File: src/rtl/firmware_pkg.sv
// Shared firmware constants, loader FSM states and error codes.
// Used by the loader, its bus interface and the firmware memory.
package firmware_pkg;

   localparam logic [13:0] FIRMWARE_SIZE = 14'h3000;
   localparam int          ADDR_WIDTH    = $clog2(FIRMWARE_SIZE);
   localparam logic [7:0]  SYNC_BYTE     = 8'hA5;

   localparam logic [1:0] ERR_NONE  = 2'd0;
   localparam logic [1:0] ERR_RANGE = 2'd1;
   localparam logic [1:0] ERR_CSUM  = 2'd2;

   typedef enum logic [2:0] {
      S_IDLE,
      S_ADDR_HI,
      S_ADDR_LO,
      S_LEN_HI,
      S_LEN_LO,
      S_DATA,
      S_CSUM
   } ld_state_t;

endpackage

File: src/rtl/firmware_loader_m_if.sv
// Loader bus: host byte stream (rx_data/rx_valid/rx_ready) plus
// firmware write port (wr_address/wr_data/wr_enable).
// master = host/memory side, slave = loader side.
interface firmware_loader_m_if;
   import firmware_pkg::*;

   logic [7:0]            rx_data;
   logic                  rx_valid;
   logic                  rx_ready;
   logic [ADDR_WIDTH-1:0] wr_address;
   logic [7:0]            wr_data;
   logic                  wr_enable;

   modport master (
      output rx_data, rx_valid,
      input  rx_ready, wr_address, wr_data, wr_enable
   );

   modport slave (
      input  rx_data, rx_valid,
      output rx_ready, wr_address, wr_data, wr_enable
   );

endinterface

File: src/rtl/firmware_loader_m.sv
// Framed byte-stream firmware writer: SYNC ADDR(2) LEN(2) payload [CSUM].
// Ports: clk, rst_n (async low), bus (slave: rx stream in, write port out),
// busy/done/error/error_code status. Macro FIRMWARE_LOADER_CHECKSUM_EN
// enables the trailing checksum byte and its check.
module firmware_loader_m
   import firmware_pkg::*;
(
   input  logic                clk,
   input  logic                rst_n,
   firmware_loader_m_if.slave  bus,
   output logic                busy,
   output logic                done,
   output logic                error,
   output logic [1:0]          error_code
);

   ld_state_t             state, state_n;
   logic [15:0]           addr_q, addr_n;
   logic [15:0]           len_q, len_n;
   logic [ADDR_WIDTH-1:0] wr_addr_q, wr_addr_n;
   logic [7:0]            wr_data_q, wr_data_n;
   logic                  wr_en_q, wr_en_n;
   logic                  busy_n, done_n, error_n;
   logic [1:0]            code_n;
   logic [15:0]           len_full;
   logic [16:0]           end_addr;
   logic                  hs;
`ifdef FIRMWARE_LOADER_CHECKSUM_EN
   logic [7:0]            csum_q, csum_n;
`endif

   assign bus.rx_ready   = 1'b1;
   assign bus.wr_address = wr_addr_q;
   assign bus.wr_data    = wr_data_q;
   assign bus.wr_enable  = wr_en_q;

   assign hs       = bus.rx_valid & bus.rx_ready;
   assign len_full = {len_q[15:8], bus.rx_data};
   // 17-bit end address so a large ADDR+LEN cannot wrap past the check
   assign end_addr = {1'b0, addr_q} + {1'b0, len_full};

   always_ff @(posedge clk or negedge rst_n) begin
      if (!rst_n) begin
         state      <= S_IDLE;
         addr_q     <= '0;
         len_q      <= '0;
         wr_addr_q  <= '0;
         wr_data_q  <= '0;
         wr_en_q    <= 1'b0;
         busy       <= 1'b0;
         done       <= 1'b0;
         error      <= 1'b0;
         error_code <= ERR_NONE;
`ifdef FIRMWARE_LOADER_CHECKSUM_EN
         csum_q     <= '0;
`endif
      end else begin
         state      <= state_n;
         addr_q     <= addr_n;
         len_q      <= len_n;
         wr_addr_q  <= wr_addr_n;
         wr_data_q  <= wr_data_n;
         wr_en_q    <= wr_en_n;
         busy       <= busy_n;
         done       <= done_n;
         error      <= error_n;
         error_code <= code_n;
`ifdef FIRMWARE_LOADER_CHECKSUM_EN
         csum_q     <= csum_n;
`endif
      end
   end

   always_comb begin
      state_n   = state;
      addr_n    = addr_q;
      len_n     = len_q;
      wr_addr_n = wr_addr_q;
      wr_data_n = wr_data_q;
      wr_en_n   = 1'b0;
      busy_n    = busy;
      done_n    = 1'b0;
      error_n   = 1'b0;
      code_n    = error_code;
`ifdef FIRMWARE_LOADER_CHECKSUM_EN
      csum_n    = csum_q;
      if (hs && state != S_IDLE)
         csum_n = csum_q + bus.rx_data;
`endif
      if (hs) begin
         unique case (state)
            S_IDLE: begin
               if (bus.rx_data == SYNC_BYTE) begin
                  state_n = S_ADDR_HI;
                  busy_n  = 1'b1;
                  code_n  = ERR_NONE;
`ifdef FIRMWARE_LOADER_CHECKSUM_EN
                  csum_n  = '0;
`endif
               end
            end
            S_ADDR_HI: begin
               addr_n[15:8] = bus.rx_data;
               state_n      = S_ADDR_LO;
            end
            S_ADDR_LO: begin
               addr_n[7:0] = bus.rx_data;
               state_n     = S_LEN_HI;
            end
            S_LEN_HI: begin
               len_n[15:8] = bus.rx_data;
               state_n     = S_LEN_LO;
            end
            S_LEN_LO: begin
               len_n = len_full;
               if (addr_q[15:ADDR_WIDTH] != '0 ||
                   end_addr > {3'b000, FIRMWARE_SIZE}) begin
                  error_n = 1'b1;
                  code_n  = ERR_RANGE;
                  busy_n  = 1'b0;
                  state_n = S_IDLE;
               end else if (len_full == '0) begin
`ifdef FIRMWARE_LOADER_CHECKSUM_EN
                  state_n = S_CSUM;
`else
                  done_n  = 1'b1;
                  busy_n  = 1'b0;
                  state_n = S_IDLE;
`endif
               end else begin
                  state_n = S_DATA;
               end
            end
            S_DATA: begin
               wr_en_n   = 1'b1;
               wr_addr_n = addr_q[ADDR_WIDTH-1:0];
               wr_data_n = bus.rx_data;
               addr_n    = addr_q + 16'd1;
               len_n     = len_q - 16'd1;
               if (len_q == 16'd1) begin
`ifdef FIRMWARE_LOADER_CHECKSUM_EN
                  state_n = S_CSUM;
`else
                  done_n  = 1'b1;
                  busy_n  = 1'b0;
                  state_n = S_IDLE;
`endif
               end
            end
`ifdef FIRMWARE_LOADER_CHECKSUM_EN
            S_CSUM: begin
               if (csum_n == 8'h00) begin
                  done_n = 1'b1;
               end else begin
                  error_n = 1'b1;
                  code_n  = ERR_CSUM;
               end
               busy_n  = 1'b0;
               state_n = S_IDLE;
            end
`endif
            default: state_n = S_IDLE;
         endcase
      end
   end

endmodule

File: src/flat_wrapper.sv
// flat-port wrapper written by rule: the top's interface ports become plain ports
module firmware_loader_m_flat import firmware_pkg::*;
  (clk, rst_n, busy, done, error, error_code, bus_rx_data, bus_rx_valid, bus_rx_ready, bus_wr_address, bus_wr_data, bus_wr_enable);
  firmware_loader_m_if bus_i ();
  input  logic clk;
  input  logic rst_n;
  output logic busy;
  output logic done;
  output logic error;
  output logic [1:0] error_code;
  input wire logic [$bits(bus_i.rx_data)-1:0] bus_rx_data;
  input wire logic [$bits(bus_i.rx_valid)-1:0] bus_rx_valid;
  output wire logic [$bits(bus_i.rx_ready)-1:0] bus_rx_ready;
  output wire logic [$bits(bus_i.wr_address)-1:0] bus_wr_address;
  output wire logic [$bits(bus_i.wr_data)-1:0] bus_wr_data;
  output wire logic [$bits(bus_i.wr_enable)-1:0] bus_wr_enable;
  assign bus_i.rx_data = bus_rx_data;
  assign bus_i.rx_valid = bus_rx_valid;
  assign bus_rx_ready = bus_i.rx_ready;
  assign bus_wr_address = bus_i.wr_address;
  assign bus_wr_data = bus_i.wr_data;
  assign bus_wr_enable = bus_i.wr_enable;
  firmware_loader_m u_core (.clk(clk), .rst_n(rst_n), .bus(bus_i), .busy(busy), .done(done), .error(error), .error_code(error_code));
endmodule
File: config.mk
export PLATFORM = sky130hd
export DESIGN_NAME = firmware_loader_m_flat
export DESIGN_NICKNAME = d
export VERILOG_FILES = /design/src/rtl/firmware_pkg.sv /design/src/rtl/firmware_loader_m_if.sv /design/src/rtl/firmware_loader_m.sv /design/src/flat_wrapper.sv
export SDC_FILE = /design/constraint.sdc
export NUM_CORES = 1
export LEC_CHECK = 0
export ABC_AREA = 1
export CORE_MARGIN = 10
export CORE_UTILIZATION = 35
export DETAILED_ROUTE_END_ITERATION = 12
export PLACE_DENSITY = 0.56
export SKIP_LAST_GASP = 1
export SYNTH_ARGS = -nofsm -noshare
export SYNTH_HDL_FRONTEND = slang
export SYNTH_SLANG_ARGS = --single-unit
File: constraint.sdc
create_clock -name clk -period 2.19 [get_ports clk]
set_input_delay 0.5475 -clock clk [delete_from_list [all_inputs] [get_ports clk]]
set_output_delay 0.5475 -clock clk [all_outputs]
set_load 0.01 [all_outputs]
==> metrics.txt, run 1 <==
die area between 15000 and 20000 um2; Max-slew headroom 59.9%; CP delay by family, top simple AND/OR/NAND/NOR gates; CORE AREA 12200 um2; crit-path max FO 4; Synth Cell Area 4410 um2; GRT overflow 0; top-count cell post-synth nand2_1; RePlAce Congestion around 0.86; # diodes 0; Num Clock Sinks 62; internal power 4.99 mW; Syn Inst Count 628; Post-synth EDFFs 0; Top Layer Used met4; flops & latches, synth 62; Fmax approximately 430 MHz; CTS clk-pin slew, worst paths roughly 60 ps; Worst path max stage delay 420 ps; Area growth, synth to finish 31.1%; CP required approximately 2500 ps; critical path class register to register; Wirelength per Cell between 10 and 15 um; top area cells in the synthesized netlist dfrtp_1, nand2_1, inv_1; initial antenna violation count 0; Slew Viols, Final 0; routed wl met2 6.22 mm; Worst Hold Class primary input to async pin; switching portion of total power 44.6%; VDD IR max 0.655 mV; Worst setup EP type register; input/output buffers 37; Buf/Inv on CP 0; Finished Cell Area 5780 um2; TritonRoute pass-1 iters 5; Synth area leader dfrtp_1; sequential share of the synthesized area 35.2%; TritonCTS clock tree built; final net count 744; Comb power frac 58.7%; sequential cell fraction of total power 23.6%; Row Count 40; Place WS -803 ps; die width 132 um; CP cell instances ha_4 -> fa_2 -> or2_4 -> a21oi_2 -> nand3_1 -> nor2_1 -> nand3_1 -> nor2_1 -> nand2_1 -> nand2_2 -> nand4_4 -> nand2_1 -> nand2_1 -> nand2_1; drc violations 0; Initial DRC Count 264; routed vias between 4000 and 5000; Ys Warns 0; CP max-delay cell dfrtp_1; CTS root buffer clkbuf_16; post-DR vias/cell 4.83; async set or reset register ratio after synthesis 100%; Final Non-Filler Cells 886; DRT Wirelength 12.6 mm; Post-DP Area 5310 um2; area share of the largest cell type after synthesis approximately a third; DPL Wire Length roughly 9.9 mm; CTS max path bufs 2; final setup violation count 6; Fin. Hold Viols 0; layout filler cell count 1215; I/O pins 40; status finished with violations; GRT Total Usage approximately 14%; P per Cell Area approximately 1600 nW/um2; Tmin final ~2300 ps; layout cells sized above 1 about a fifth; Die Y ~130 um; skew final 7.35 ps; maxcap violations 0; RSZ-0062 raised after global routing yes; routed length on met3 553 um; DRT antenna net count 0; Clk network pwr share 17.7%; Worst Path Arrival ~2600 ps; Met1 Wirelength approximately 5.8 mm; Final period util 107%; Synth Flop Type dfrtp_1; Placed Cells 866; Least-Margin Pin Slew 601 ps; TNS Setup -668 ps; leakage 2.79 nW; failing checks negative setup slack; final setup margin -154 ps; Mean Syn Cell Area 7.03 um2; largest net degree at the start of global routing 46; CTS H-tree depth 3; CP Launch Type register; Yosys cell types 44; clock latency on the worst-skew pair 330 ps; Starting Density 36.3%; Most Frequent Cell on Critical Path nand2_1; Psw 4.03 mW; commonest cells in the netlist nand2_1, inv_1, dfrtp_1, o21ai_0, nor2_1; Num CTS Buffers 9; first-pass GRT wire length 20.9 mm; vias in the first global route 4181; syn_nets 659
==> routing by layer <==
layer,GRT usage [%],up-vias
li1,-,2214
met1,18.0,1989
met2,24.4,70
met3,3.47,8
met4,2.32,0
met5,0,-
==> through the flow <==
| stage | power (mW) | utilization, % | hold slack, ps |
|---|---|---|---|
| 2_1_floorplan | 5.47 | - | 252 |
| 3_3_place_gp | 7.17 | 43.7 | 404 |
| 3_5_place_dp | 7.26 | 43.7 | 400 |
| 4_1_cts | 9.02 | 47.1 | 52.5 |
| 5_1_grt | 9.85 | 47.5 | 56.6 |
| 6_report | 9.02 | 47.5 | 53.5 |
==> kinds of logic after synthesis <==
family | count (synthesis) | synth area share [%]
DFF | 62 | 35.2
xor gates and xnor gates | 7 | 1.39
AOI/OAI and AO/OA | 109 | 13.8
other | 2 | 0.170
and+or+nand+nor | 326 | 34.5
adders and majority gates | 20 | 5.84
buffers and inverters | 102 | 9.08
==> cells in the final DEF, fill, tap and decap left out, drive strengths merged, types with 19 or more instances in the layout <==
cell type / n
buf: 52
nand3: 44
o21ai: 63
ha: 19
dfrtp: 62
clkdlybuf4s50: 28
inv: 88
nor2: 61
a21oi: 20
nand2: 188
==> worst paths after layout <==
check	startpoint	to	slack [ps]	cells after the start
max	u_core.addr_q[0]	u_core.state[2]	-150	14
max in group asynchronous	rst_n	u_core.len_q[0]	1640	2
min in group clk	u_core.bus.wr_data[1]	u_core.bus.wr_data[1]	480	2
max reg2reg	u_core.addr_q[0]	u_core.state[2]	-150	14
min reg2reg	u_core.bus.wr_data[1]	u_core.bus.wr_data[1]	480	2
min	rst_n	u_core.addr_q[1]	50	1
==> area by class of cell <==
| class | instances | area (um2) | share of cell area [%] |
|---|---|---|---|
| Tap cell | 168 | 210 | 3.64 |
| Timing Repair Buffer | 88 | 757 | 13.1 |
| Inverter | 88 | 333 | 5.76 |
| Multi-Input combinational cell | 464 | 2590 | 44.9 |
| Sequential cell | 62 | 1550 | 26.8 |
| Clock buffer | 13 | 270 | 4.67 |
| Clock inverter | 3 | 65.1 | 1.13 |
==> registers in the layout, summed over array words and instances, names as in the netlist <==
name / count
u_core.bus.wr_data: 8
u_core.busy: 1
u_core.len_q: 16
u_core.bus.wr_address: 14
u_core.error: 1
u_core.state: 3
u_core.addr_q: 16
u_core.bus.wr_enable: 1
u_core.error_code: 1
u_core.done: 1
==> power groups by stage <==
stage / registers (mW) / clock network [mW] / logic (mW)
floorplan: 2.19 / 0 / 3.28
global placement: 2.11 / 0 / 5.06
detailed placement: 2.12 / 0 / 5.13
CTS: 2.13 / 1.61 / 5.28
global route: 2.21 / 1.65 / 5.99
finish: 2.13 / 1.59 / 5.30
==> repair_timing <==
action	4_1_cts	5_1_grt
resized for setup	18	12
buffers inserted	2	2
pin swaps	10	6
endpoints found under the setup margin	6	10
hold buffers	0	0
gates cloned	0	0
Power figures use the tool's default switching activity.
==> run 2: changes to the inputs <==
--- a/config.mk
+++ b/config.mk
@@ -6,8 +6,9 @@
 export NUM_CORES = 1
 export LEC_CHECK = 0
 export ABC_AREA = 1
-export CORE_MARGIN = 10
+export CORE_MARGIN = 4
 export CORE_UTILIZATION = 35
+export CTS_BUF_LIST = sky130_fd_sc_hd__clkbuf_16
 export DETAILED_ROUTE_END_ITERATION = 12
 export PLACE_DENSITY = 0.56
 export SKIP_LAST_GASP = 1
==> run 2 against run 1 <==
Net effect:
- the run still ends with negative setup slack left
- die area down 17%
- largest power group unchanged
- maximum frequency is 3.4% higher
- non-clock buffer count fell by 2
- clock power is 16% lower
- power fell by 3.4%
- routed wire length is 4.9% lower
- critical path type is now primary input to register
- utilization decreased by 0.73 points
- final cell count is 0.23% lower
- sequential share of layout area rose by 0.42 points
- highest routed layer unchanged
- combinational power is 1% lower
==> metrics.txt, run 2 (synthesized netlist as in run 1, its figures left out) <==
routed vias 4245; CORE AREA 12200 um2; drc violations 0; vias in the first global route 4130; GRT Total Usage 17.1%; Fin. Hold Viols 0; Num CTS Buffers 9; Post-DP Area roughly 5300 um2; final setup margin -76.7 ps; Least-Margin Pin Slew approximately 600 ps; DPL Wire Length 9.47 mm; skew final between 5 and 6 ps; initial antenna violation count 0; # diodes 0; maxcap violations 0; Starting Density between 30% and 40%; critical path class primary input to register; internal power 4.76 mW; Initial DRC Count 264; Met1 Wirelength ~5.6 mm; Num Clock Sinks 62; die area between 10000 and 15000 um2; GRT overflow 0; die width approximately 120 um; Worst Path Arrival 2530 ps; crit-path max FO 4; P per Cell Area 1530 nW/um2; register area 1550 um2; Wirelength per Cell approximately 14 um; I/O pins 40; layout cells sized above 1 18.0%; CP Launch Type primary input; Tmin final 2270 ps; routed length on met3 570 um; routed wl met2 5.74 mm; Final period util 104%; CTS clk-pin slew, worst paths 50 ps; Final Power ~8.7 mW; Row Count 40; RSZ-0062 raised after global routing yes; CTS root buffer clkbuf_16; area of the multi-input gates 2580 um2; sequential cell fraction of total power 24.4%; first-pass GRT wire length 20.0 mm; Area growth, synth to finish 29.0%; Clk network pwr share around 15%; Top Layer Used met4; commonest non-fill, non-tap cells in the layout nand2_1, inv_1, dfrtp_1; DRT Wirelength 12.0 mm; Slew Viols, Final 0; most common cell after layout, fill and taps aside nand2_1; input/output buffers 37; Comb power frac roughly 60%; Fmax 441 MHz; Layout Utilization 46.8%; VDD IR max 0.619 mV; CTS H-tree depth 3; CP required 2450 ps; Worst setup EP type register; post-DR vias/cell a little under 5; final setup violation count 4; Max-slew headroom 60.8%; largest net degree at the start of global routing between 50 and 60; Die Y 120 um; final net count 742; RePlAce Congestion ~0.88; DRT antenna net count 0; leakage 2.76 nW; Hold-fix buffers, CTS 0; failing checks negative setup slack; Worst Hold Class primary input to async pin; switching portion of total power 45.3%; clock latency on the worst-skew pair 330 ps; Psw 3.95 mW; CTS max path bufs 2; TritonRoute pass-1 iters 4; layout filler cell count 1242; status finished with violations; Finished Cell Area 5690 um2; TritonCTS clock tree built
[run 2: power groups by stage]
stage          Combinational, mW  Sequential, mW  Clock [mW]
3_3_place_gp                5.06            2.11           0
4_1_cts                     5.26            2.13        1.39
6_report                    5.24            2.13        1.34
3_5_place_dp                5.13            2.12           0
2_1_floorplan               3.28            2.19           0
5_1_grt                     5.95            2.20        1.43
[run 2: repair_timing]
action | 4_1_cts | 5_1_grt
pin swaps | 8 | 2
endpoints found under the setup margin | 6 | 8
setup buffers | 1 | 1
gates resized for setup | 18 | 7
[run 2: cell type report]
class                           instances  area share (%)
Inverter                               88            5.85
Multi-Input combinational cell        464            45.3
Clock inverter                          7           0.989
Clock buffer                            9            3.96
Tap cell                              168            3.69
Timing Repair Buffer                   86            13.0
Sequential cell                        62            27.3
[run 2: through the flow]
step	TNS, ps	cells	hold slack [ps]	setup WS [ps]
floorplan	-159	628	252	-55.4
global placement	-4320	866	400	-755
detailed placement	-4550	866	405	-800
CTS	-352	883	52.3	-97.7
global route	-1180	884	56.8	-239
finish	-234	884	61.7	-76.7
[run 2: final timing paths]
check | start | end | slack, ps | depth (start not counted)
min in group clk | u_core.bus.wr_data[4] | u_core.bus.wr_data[4] | 480 | 2
max in group asynchronous | rst_n | u_core.len_q[10] | 1580 | 2
hold reg to reg | u_core.bus.wr_data[4] | u_core.bus.wr_data[4] | 480 | 2
hold / removal | rst_n | u_core.addr_q[1] | 60 | 1
setup / recovery | bus_rx_data[0] | u_core.state[0] | -80 | 15
setup reg to reg | u_core.addr_q[0] | u_core.state[0] | -70 | 14
[run 2: critical path, cell delays in order]
cell	delay [ps]
clkdlybuf4s15_2	210
ha_4	170
fa_2	400
or2_4	230
a21oi_2	100
nand3_1	80
nor2_1	90
nand3_1	100
nor2_2	100
nand2_1	80
nand2_2	120
nand4_4	110
nand2_1	90
nand2_1	50
nand2_1	60
[run 2: per-layer routing]
metal,global-route usage (%),vias up
li1,-,2220
met4,3.47,0
met1,22.3,1941
met3,3.98,9
met5,0,-
met2,29.2,75
==> run 3: changes to the inputs <==
--- a/config.mk
+++ b/config.mk
@@ -10,7 +10,7 @@
 export CORE_UTILIZATION = 35
 export CTS_BUF_LIST = sky130_fd_sc_hd__clkbuf_16
 export DETAILED_ROUTE_END_ITERATION = 12
-export PLACE_DENSITY = 0.56
+export PLACE_DENSITY = 0.59
 export SKIP_LAST_GASP = 1
 export SYNTH_ARGS = -nofsm -noshare
 export SYNTH_HDL_FRONTEND = slang
==> constraint.sdc (replaced) <==
create_clock -name clk -period 2.55 [get_ports clk]
set_input_delay 0.6375 -clock clk [delete_from_list [all_inputs] [get_ports clk]]
set_output_delay 0.6375 -clock clk [all_outputs]
set_load 0.01 [all_outputs]
==> run 3 against run 2 <==
Net effect:
- the run now ends clean
- die area stayed put
- worst hold slack better by 240 ps
- clock power is 3% lower
==> metrics.txt, run 3 (synthesized netlist as in run 1, its figures left out) <==
status finished, final reports clean; CP required 2820 ps; Most Frequent Cell on Critical Path nand2_1; CP Launch Type primary input; I/O pins 40; drc violations 0; CP max-delay cell fa_2; commonest non-fill, non-tap cells in the layout nand2_1, inv_1, dfrtp_1; routed vias 4268; Initial DRC Count 269; clock latency on the worst-skew pair 330 ps; die area roughly 14000 um2; Starting Density roughly 36%; cell depth of the worst flop-to-flop path 14; Worst Path Arrival between 2000 and 3000 ps; CTS clk-pin slew, worst paths 60 ps; leakage roughly 2.7 nW; crit-path max FO 4; register area roughly 1600 um2; Die Y 120 um; initial antenna violation count 1; Least-Margin Pin Slew 595 ps; Finished Cell Area 5560 um2; met3 global-route usage about 3.6%; Wirelength per Cell between 10 and 15 um; area of the multi-input gates 2560 um2; DPL Wire Length between 9 and 10 mm; final net count 721; Row Count 40; CTS H-tree depth 3; Layout Utilization 45.7%; Place WS -537 ps; layout cells sized above 1 15.3%; final setup violation count 0; P per Cell Area 1330 nW/um2; global-route met1 utilization 22.9%; Critical Path Stages 14; TritonRoute pass-1 iters 5; critical path class primary input to register; most common cell after layout, fill and taps aside nand2_1; met2 GRT Util roughly 28%; skew final 9.09 ps; Buf/Inv on CP 1; RePlAce Congestion 0.892; Area growth, synth to finish 26.0%; Fin. Hold Viols 0; Worst Hold Class primary input to async pin; GRT Total Usage 17.1%; first-pass GRT wire length 20.1 mm; Slew Viols, Final 0; GRT overflow 0; vias in the first global route 4130; Num Clock Sinks 62; input/output buffers 37; largest net degree at the start of global routing 63; gr busiest metal met2; CTS root buffer clkbuf_16; CTS max path bufs 2; Num CTS Buffers 9; die width roughly 120 um; Post-DP Area 5130 um2; Final period util about nine tenths; Worst setup EP type register; maxcap violations 0; Fmax 434 MHz; VDD IR max 0.494 mV; Hold-fix buffers, CTS 0; DRT Wirelength 12.0 mm; Tmin final 2300 ps; layout filler cell count 1237; Worst path max stage delay 460 ps; CP cell instances dlygate4sd2_1 -> fa_2 -> or2_4 -> a21oi_2 -> nand3_1 -> nor2_1 -> nand3_1 -> nor2_1 -> nand2_1 -> nand2_2 -> nand4_4 -> nand2_2 -> nand2_1 -> nand2_1; Final Power 7.42 mW; TritonCTS clock tree built; Max-slew headroom 60.3%; # diodes 0; CORE AREA ~12000 um2; CP delay by family, top simple AND/OR/NAND/NOR gates; post-DR vias/cell between 4 and 5; final setup margin 247 ps; DRT antenna net count 0
## run 3: cell types whose count changed in the layout (fill, tap and decap cells not counted), moves of 2 or more
cell	change
clkinvlp_4	+2
dlymetal6s2s_1	+6
buf_4	-21
dlygate4sd2_1	-6
nand2_1	+2
clkinv_2	-3
nand2_2	-2
## run 3: path summary, 6_finish.rpt
kind / startpoint / end / slack (ps)
max: bus_rx_data[1] / u_core.state[2] / 250
min: rst_n / u_core.addr_q[1] / 300
max reg2reg: u_core.addr_q[0] / u_core.state[2] / 290
min reg2reg: u_core.bus.wr_address[2] / u_core.bus.wr_address[2] / 480
max in group asynchronous: rst_n / u_core.len_q[0] / 1940
min in group clk: u_core.bus.wr_address[2] / u_core.bus.wr_address[2] / 480
## run 3: per-stage QoR
stage	hold slack [ps]	TNS, ps	instances
after global routing	333	-13.6	862
after detailed placement	472	-2980	845
after global placement	467	-2810	845
after floorplan	342	0	628
final	304	0	862
after CTS	325	0	861
## run 3: timing repair
action                                  in CTS  in global routing
pin swaps                                    4                  8
endpoints found under the setup margin       6                  6
setup buffers                                1                  1
gates resized for setup                      5                 20
## run 3: where the power goes
part / switching (mW) / leakage (nW) / total (mW) / internal, mW
clock: 0.449 / 0.145 / 1.30 / 0.847
sequential: 0.468 / 0.750 / 1.91 / 1.44
combinational: 2.47 / 1.81 / 4.21 / 1.75
## run 3: metal layers
| layer | vias to the layer above | part of all wire [%] | wire (um) |
|---|---|---|---|
| met2 | 104 | 47 | 5570 |
| met5 | - | 0 | 0 |
| met3 | 22 | 5.2 | 625 |
| li1 | 2174 | - | - |
| met1 | 1968 | 46 | 5510 |
| met4 | 0 | 2.1 | 250 |
## run 3: area by class of cell
class	count	share of cell area (%)
multi-input cells	464	46.0
well taps	168	3.78
inverters	88	5.99
clock inverters	6	1.58
flip-flops and latches	62	27.9
clock buffers	9	4.05
repair buffers	65	10.7
## run 3: worst reg2reg max path, delay by kind of cell, from the launching register on
kind                     cells  cell delay [ps]
flip-flops                   1              390
adder cells (fa/ha/maj)      2              600
AND/OR/NAND/NOR             11             1110
AO/OA/AOI/OAI                1               90
